File: config.mk
export PLATFORM = sky130hd
export DESIGN_NAME = shr_seq
export DESIGN_NICKNAME = d
export VERILOG_FILES = /design/src/rtl/shr_seq_pkg.sv /design/src/rtl/shr_seq.sv
export SDC_FILE = /design/constraint.sdc
export NUM_CORES = 1
export LEC_CHECK = 0
export CORE_ASPECT_RATIO = 0.6
export CORE_MARGIN = 8
export CORE_UTILIZATION = 40
export CTS_BUF_LIST = sky130_fd_sc_hd__clkbuf_16
export DETAILED_ROUTE_END_ITERATION = 12
export PLACE_DENSITY = 0.69
export SYNTH_ARGS = -nofsm -noshare
export SYNTH_HDL_FRONTEND = slang
export SYNTH_SLANG_ARGS = --single-unit
File: constraint.sdc
create_clock -name Clk -period 2.7 [get_ports Clk]
set_clock_uncertainty 0.15 [all_clocks]
set_input_delay 0.54 -clock Clk [delete_from_list [all_inputs] [get_ports Clk]]
set_output_delay 0.54 -clock Clk [all_outputs]
set_load 0.005 [all_outputs]
File: src/rtl/shr_seq_pkg.sv
// Shared definitions for the sequential right shifter: FSM state encoding
// and the shift-mode constants selected by the SIGNED parameter.
package shr_seq_pkg;

    typedef enum logic {
        ST_IDLE  = 1'b0,
        ST_SHIFT = 1'b1
    } state_t;

    localparam int SHIFT_LOGICAL = 0;
    localparam int SHIFT_ARITH   = 1;

endpackage

File: src/rtl/shr_seq.sv
// Multi-cycle right shifter (logical or arithmetic), one bit per clock under a
// start/busy/done handshake. Shift amounts at or above DATAWIDTH saturate.
module shr_seq
    import shr_seq_pkg::*;
#(
    parameter int DATAWIDTH  = 8,
    parameter int SHAMTWIDTH = 4,
    parameter int SIGNED     = SHIFT_LOGICAL
) (
    input  logic                  Clk,
    input  logic                  Rst,
    input  logic                  start,
    input  logic [DATAWIDTH-1:0]  a,
    input  logic [SHAMTWIDTH-1:0] sh_amt,
    output logic                  busy,
    output logic                  done,
    output logic [DATAWIDTH-1:0]  d
);

    localparam int CW = $clog2(DATAWIDTH + 1);
    localparam int AW = (SHAMTWIDTH > CW) ? SHAMTWIDTH : CW;

    function automatic logic [DATAWIDTH-1:0] shr1(input logic [DATAWIDTH-1:0] v);
        logic fill;
        fill = (SIGNED == SHIFT_ARITH) ? v[DATAWIDTH-1] : 1'b0;
        return {fill, v[DATAWIDTH-1:1]};
    endfunction

    state_t                 state, state_nx;
    logic [DATAWIDTH-1:0]   sreg, sreg_nx, sreg_sh;
    logic [CW-1:0]          cnt, cnt_nx, n_eff;
    logic [DATAWIDTH-1:0]   d_nx;
    logic                   done_nx;
    logic [AW-1:0]          amt_w;

    // Saturate the requested amount so latency never exceeds DATAWIDTH shifts.
    always_comb begin
        amt_w = AW'(sh_amt);
        n_eff = (amt_w >= AW'(DATAWIDTH)) ? CW'(DATAWIDTH) : CW'(amt_w);
    end

    always_comb begin
        state_nx = state;
        sreg_nx  = sreg;
        cnt_nx   = cnt;
        d_nx     = d;
        done_nx  = 1'b0;
        sreg_sh  = shr1(sreg);
        case (state)
            ST_IDLE: begin
                if (start) begin
                    if (n_eff == '0) begin
                        d_nx    = a;
                        done_nx = 1'b1;
                    end else begin
                        sreg_nx  = a;
                        cnt_nx   = n_eff;
                        state_nx = ST_SHIFT;
                    end
                end
            end
            ST_SHIFT: begin
                sreg_nx = sreg_sh;
                cnt_nx  = cnt - CW'(1);
                if (cnt == CW'(1)) begin
                    d_nx     = sreg_sh;
                    done_nx  = 1'b1;
                    state_nx = ST_IDLE;
                end
            end
            default: state_nx = ST_IDLE;
        endcase
    end

    always_ff @(posedge Clk) begin
        if (Rst) begin
            state <= ST_IDLE;
            sreg  <= '0;
            cnt   <= '0;
            d     <= '0;
            done  <= 1'b0;
        end else begin
            state <= state_nx;
            sreg  <= sreg_nx;
            cnt   <= cnt_nx;
            d     <= d_nx;
            done  <= done_nx;
        end
    end

    assign busy = (state == ST_SHIFT);

endmodule

**Word-level counts from Yosys, hierarchy flattened**

Cells that the tools add are included.

- Add/sub/neg operators: 1
- Order comparisons: 1
- Equality and inequality tests: 5
- Multiplexer cells: 19
- Bitwise gates (word level): 1
- Reductions and logical operators: 3

Operators by type and width:

| cell | number |
|---|---|
| $mux W8 | 5 |
| $pmux W8 S2 | 2 |
| $mux W4 | 3 |
| $pmux W4 S2 | 1 |
| $mux W1 | 6 |
| $ne A2 B2 Y1 const B | 3 |
| $eq A4 B1 Y1 const B | 1 |
| $ge A4 B4 Y1 const B | 1 |
| $logic_not A4 Y1 | 1 |
| $pmux W1 S2 | 2 |
| $sub A4 B1 Y4 const B | 1 |
| $reduce_and A3 Y1 | 1 |
| $ne A2 B1 Y1 const B | 1 |
| $reduce_and A2 Y1 | 1 |
| $not A1 Y1 | 1 |

- Register bits: 22
- Input port bits: 15
- Output and inout bits: 10
- Logic and storage cells: 35

**Longest topological paths before layout**

- Word-level depth: 6
- Depth in mapped cells: 6
- Gate-level depth less buffers: 5

**Least setup slack after synthesis**

No wires, ideal clock.

- Kind: input to register
- Start point: input sh_amt[2]
- End point: register sreg[7]
- Library setup time: 0.117 ns
- Data arrival time: 1.338 ns
- Required time: 2.433 ns
- Path slack: 1.095 ns
- Stages on the path: 4
- Buffers on the path: 1
- Cells stage by stage: o41ai_2 -> buf_4 -> mux2i_1 -> nor3_2

- Cells in the longest elaborated chain, start to end: 5

RTL lines:

| what | RTL line | source |
|---|---|---|
| start, declared | shr_seq.sv:14 | `input logic [SHAMTWIDTH-1:0] sh_amt,` |
| $ge A4 B4 Y1 | shr_seq.sv:39 | `n_eff = (amt_w >= AW'(DATAWIDTH)) ? CW'(DATAWIDTH) : CW'(amt_w);` |
| $mux W4 * | shr_seq.sv:39 |  |
| $logic_not A4 Y1 * | shr_seq.sv:52 | `if (n_eff == '0) begin` |
| $ne A2 B2 Y1 (no source line) * | n/a |  |
| $reduce_and A2 Y1 (no source line) * | n/a |  |
| end signal, assigned | shr_seq.sv:84 | `sreg <= sreg_nx;` |
| end, declared | shr_seq.sv:30 | `logic [DATAWIDTH-1:0] sreg, sreg_nx, sreg_sh;` |

Every way passes the cells marked *; elsewhere a longest branch is shown, timed or not.
A chain may end at the register's enable or synchronous reset.

**Final worst setup path**

- Start point: register state, in the netlist busy
- End point: output busy

RTL lines:

| what | RTL line | source |
|---|---|---|
| start, declared | shr_seq.sv:29 | `state_t state, state_nx;` |
| start signal, assigned | shr_seq.sv:83 | `state <= state_nx;` |
| end, declared | shr_seq.sv:15 | `output logic busy,` |

No word-level cell between the ends.

==> results.sh <==
export IMPL_first_pass_grt_wire_length_um=4057
export IMPL_synth_edff_count=0
export IMPL_worstPathMaxFanout=13
export IMPL_cell_internal_pwr_w=0.0006075
export IMPL_placement_rows=14
export IMPL_ir_drop_worst_case_vdd_v=0.0002629
export IMPL_cts_sink_count=21
export IMPL_switching_power_of_the_nets_w=0.0001995
export IMPL_holdWs_ns=0.3110
export IMPL_cts_htree_levels=1
export IMPL_syn_inst=109
export IMPL_run_status="finished clean"
export IMPL_postSynthAreaPerCell_um2=9.780
export IMPL_globalRouteTotalUtil_pct=11.02
export IMPL_cts_clk_slew_worst_paths_ns=0.06
export IMPL_synthFlopType="dfxtp_1"
export IMPL_max_slew_margin_rel_pct=52.30
export IMPL_clock_buffer_depth=2
export IMPL_wire_per_inst_um=15.13
export IMPL_grt_ovfl_total=0
export IMPL_finalCriticalPeriod_ns=2.178
export IMPL_cts_inserted_buffers=3
export IMPL_pin_count=25
export IMPL_grt_start_max_net_pins=25
export IMPL_synth_yosys_seq_area_share_pct=39.44
export IMPL_start_util_pct=42.26
export IMPL_p_sw_share_pct=24.72
export IMPL_final_max_slew_violation_count=0
export IMPL_area_of_all_placed_cells_without_fillers_um2=1386
export IMPL_drc_violation_total_after_the_first_tritonroute_iteration=60
export IMPL_worst_pin_slew_ns=0.7146
export IMPL_dpl_cell_area_um2=1308
export IMPL_async_flop_share_pct=0
export IMPL_antenna_cells=0
export IMPL_p_leak_nw=0.5732
export IMPL_critical_path_top_delay_cell="dfxtp_1"
export IMPL_synth_distinct_cells=37
export IMPL_worstPathBufferInverterCount=1
export IMPL_route_detailed_vias_per_inst=5.299
export IMPL_cp_start_kind="register"
export IMPL_postSynthRegisterBits=21
export IMPL_worst_skew_pair_late_latency_ns=0.25
export IMPL_gp_congestion=0.8437
export IMPL_drive_gt1_share_pct=14.39
export IMPL_post_cts_repair_setup_buffers=0
export IMPL_first_global_vias=856
export IMPL_place_detailed_hpwl_um=1768
export IMPL_p_per_area_nw_per_um2=582.1
export IMPL_antenna_found_initial=0
export IMPL_critPathMaxStageDelay_ns=0.63
export IMPL_path_cells="clkdlybuf4s50_1"
export IMPL_synth_fp_nets=126
export IMPL_finalNetCount=150
export IMPL_crit_required_ns=2.01
export IMPL_combPwrFrac_pct=17.9
export IMPL_cp_top_family="flip-flops"
export IMPL_postRouteWirelength_um=2481
export IMPL_final_period_utilization_pct=80.66
export IMPL_timing_critical_path_arrival_ns=1.49
export IMPL_cts_root_buffer="clkbuf_16"
export IMPL_max_freq_ghz=0.4592
export IMPL_cts_hold_buffers_added=0
export IMPL_die_area_um2=4627
export IMPL_setup_tns_ns=0
export IMPL_die_height_um=55.99
export IMPL_total_via_count_in_the_routed_design=869
export IMPL_rsz_0062_raised_after_global_routing="false"
export IMPL_timing_hold_violations_final=0
export IMPL_worstHoldPathType="reg -> reg"
export IMPL_pwr_share_clk_pct=38.7
export IMPL_synth_cell_area_um2=1066
export IMPL_crit_path_end_kind="output pin"
export IMPL_worst_setup_path_type="reg -> out"
export IMPL_core_region_um2=2522
export IMPL_yosys_warnings=0
export IMPL_cts_tree="built"
export IMPL_final_setup_viol_count=0
export IMPL_power_sequential_fraction_pct=43.4
export IMPL_cts_repair_resize_count=0
export IMPL_area_growth_syn_to_layout_pct=30.05
export IMPL_post_drt_antenna_nets=0
export IMPL_reg2reg_setup_slack_ns=0.89
export IMPL_die_w_um=82.65
export IMPL_port_buffers=24
export IMPL_max_cap_viol_count=0
export IMPL_firstDrtPassIters=4
export IMPL_drt_drc_violations_left=0
export IMPL_fin_util_pct=54.96
[registers in the layout, indices dropped and copies added (netlist names)]
name,flops
busy,1
cnt,4
d,8
done,1
sreg,7
[area by class of cell]
| class | instances | area [um^2] |
|---|---|---|
| clock buffer | 3 | 75.07 |
| clock inverter | 1 | 3.754 |
| fill | 218 | 1136 |
| inverter | 5 | 18.77 |
| multi-input combinational | 74 | 558.0 |
| sequential | 21 | 420.4 |
| tap | 32 | 40.04 |
| timing repair buffer | 28 | 270.3 |
[cell families (layout without fill, tap and decap cells)]
logic type,after synthesis,count (layout),share of synthesized area (%)
flops,21,21,39.44
fa+ha+maj,2,2,2.347
xor+xnor,1,1,0.8217
mux,16,16,15.85
simple gates,39,39,20.54
compound gates,16,16,12.80
buf+inv,14,37,8.214
[layout by cell type, fill, tap and decap left out, types with 3 or more instances in the layout]
master            n
buf_4             4
clkbuf_16         3
clkdlybuf4s50_1  24
dfxtp_1          21
inv_1             5
mux2_2            7
mux2i_1           9
nand2_1          16
nand4_1           6
nor3_1            3
o21ai_0           6
[final timing paths]
path / start / endpoint / depth (start not counted)
worst min-delay path: d[1]$_SDFFE_PP0P_ / d[1]$_SDFFE_PP0P_ / 2
worst min register to register: d[1]$_SDFFE_PP0P_ / d[1]$_SDFFE_PP0P_ / 2
worst max register to register: busy$_SDFF_PP0_ / cnt[1]$_SDFFE_PP0P_ / 3
worst max-delay path: busy$_SDFF_PP0_ / busy / 1
[power groups by stage]
| stage | registers [W] | logic [W] | clock network (W) |
|---|---|---|---|
| after CTS | 0.000350 | 0.000145 | 0.000320 |
| after global routing | 0.000354 | 0.000158 | 0.000328 |
| after global placement | 0.000356 | 0.000141 | 0 |
| after detailed placement | 0.000356 | 0.000144 | 0 |
| final | 0.000350 | 0.000145 | 0.000312 |
| after floorplan | 0.000349 | 0.000103 | 0 |
[synthesized netlist by cell type (2+ instances only)]
library cell,instances,area [um^2]
mux2_2,7,78.83
nand3_1,2,10.01
and4bb_1,2,25.02
nor3_1,3,15.01
buf_6,2,22.52
o21ai_0,6,30.03
nand2_1,16,60.06
dfxtp_1,21,420.4
mux2i_1,9,90.09
buf_4,2,15.01
nor2_1,2,7.510
clkbuf_1,2,7.510
ha_1,2,25.02
nor3_2,2,20.02
inv_1,4,15.01
nand4_1,6,37.54
[through the flow]
stage / total power [W] / instances / setup slack [ns]
after floorplan: 0.0004519 / 109 / 1.095
final: 0.0008070 / 164 / 0.5222
after global placement: 0.0004965 / 160 / 0.5253
after global routing: 0.0008401 / 164 / 0.4477
after detailed placement: 0.0005000 / 160 / 0.4614
after CTS: 0.0008144 / 164 / 0.5128
[per-layer routing]
metal  vias to the layer above  wire length [um]  track usage, %
li1                        442                 -               -
met1                       398              1239           14.44
met2                        27              1020           16.00
met3                         2               207           5.484
met4                         0                13           1.467
met5                         -                 0               0
Power figures use the tool's default switching activity.
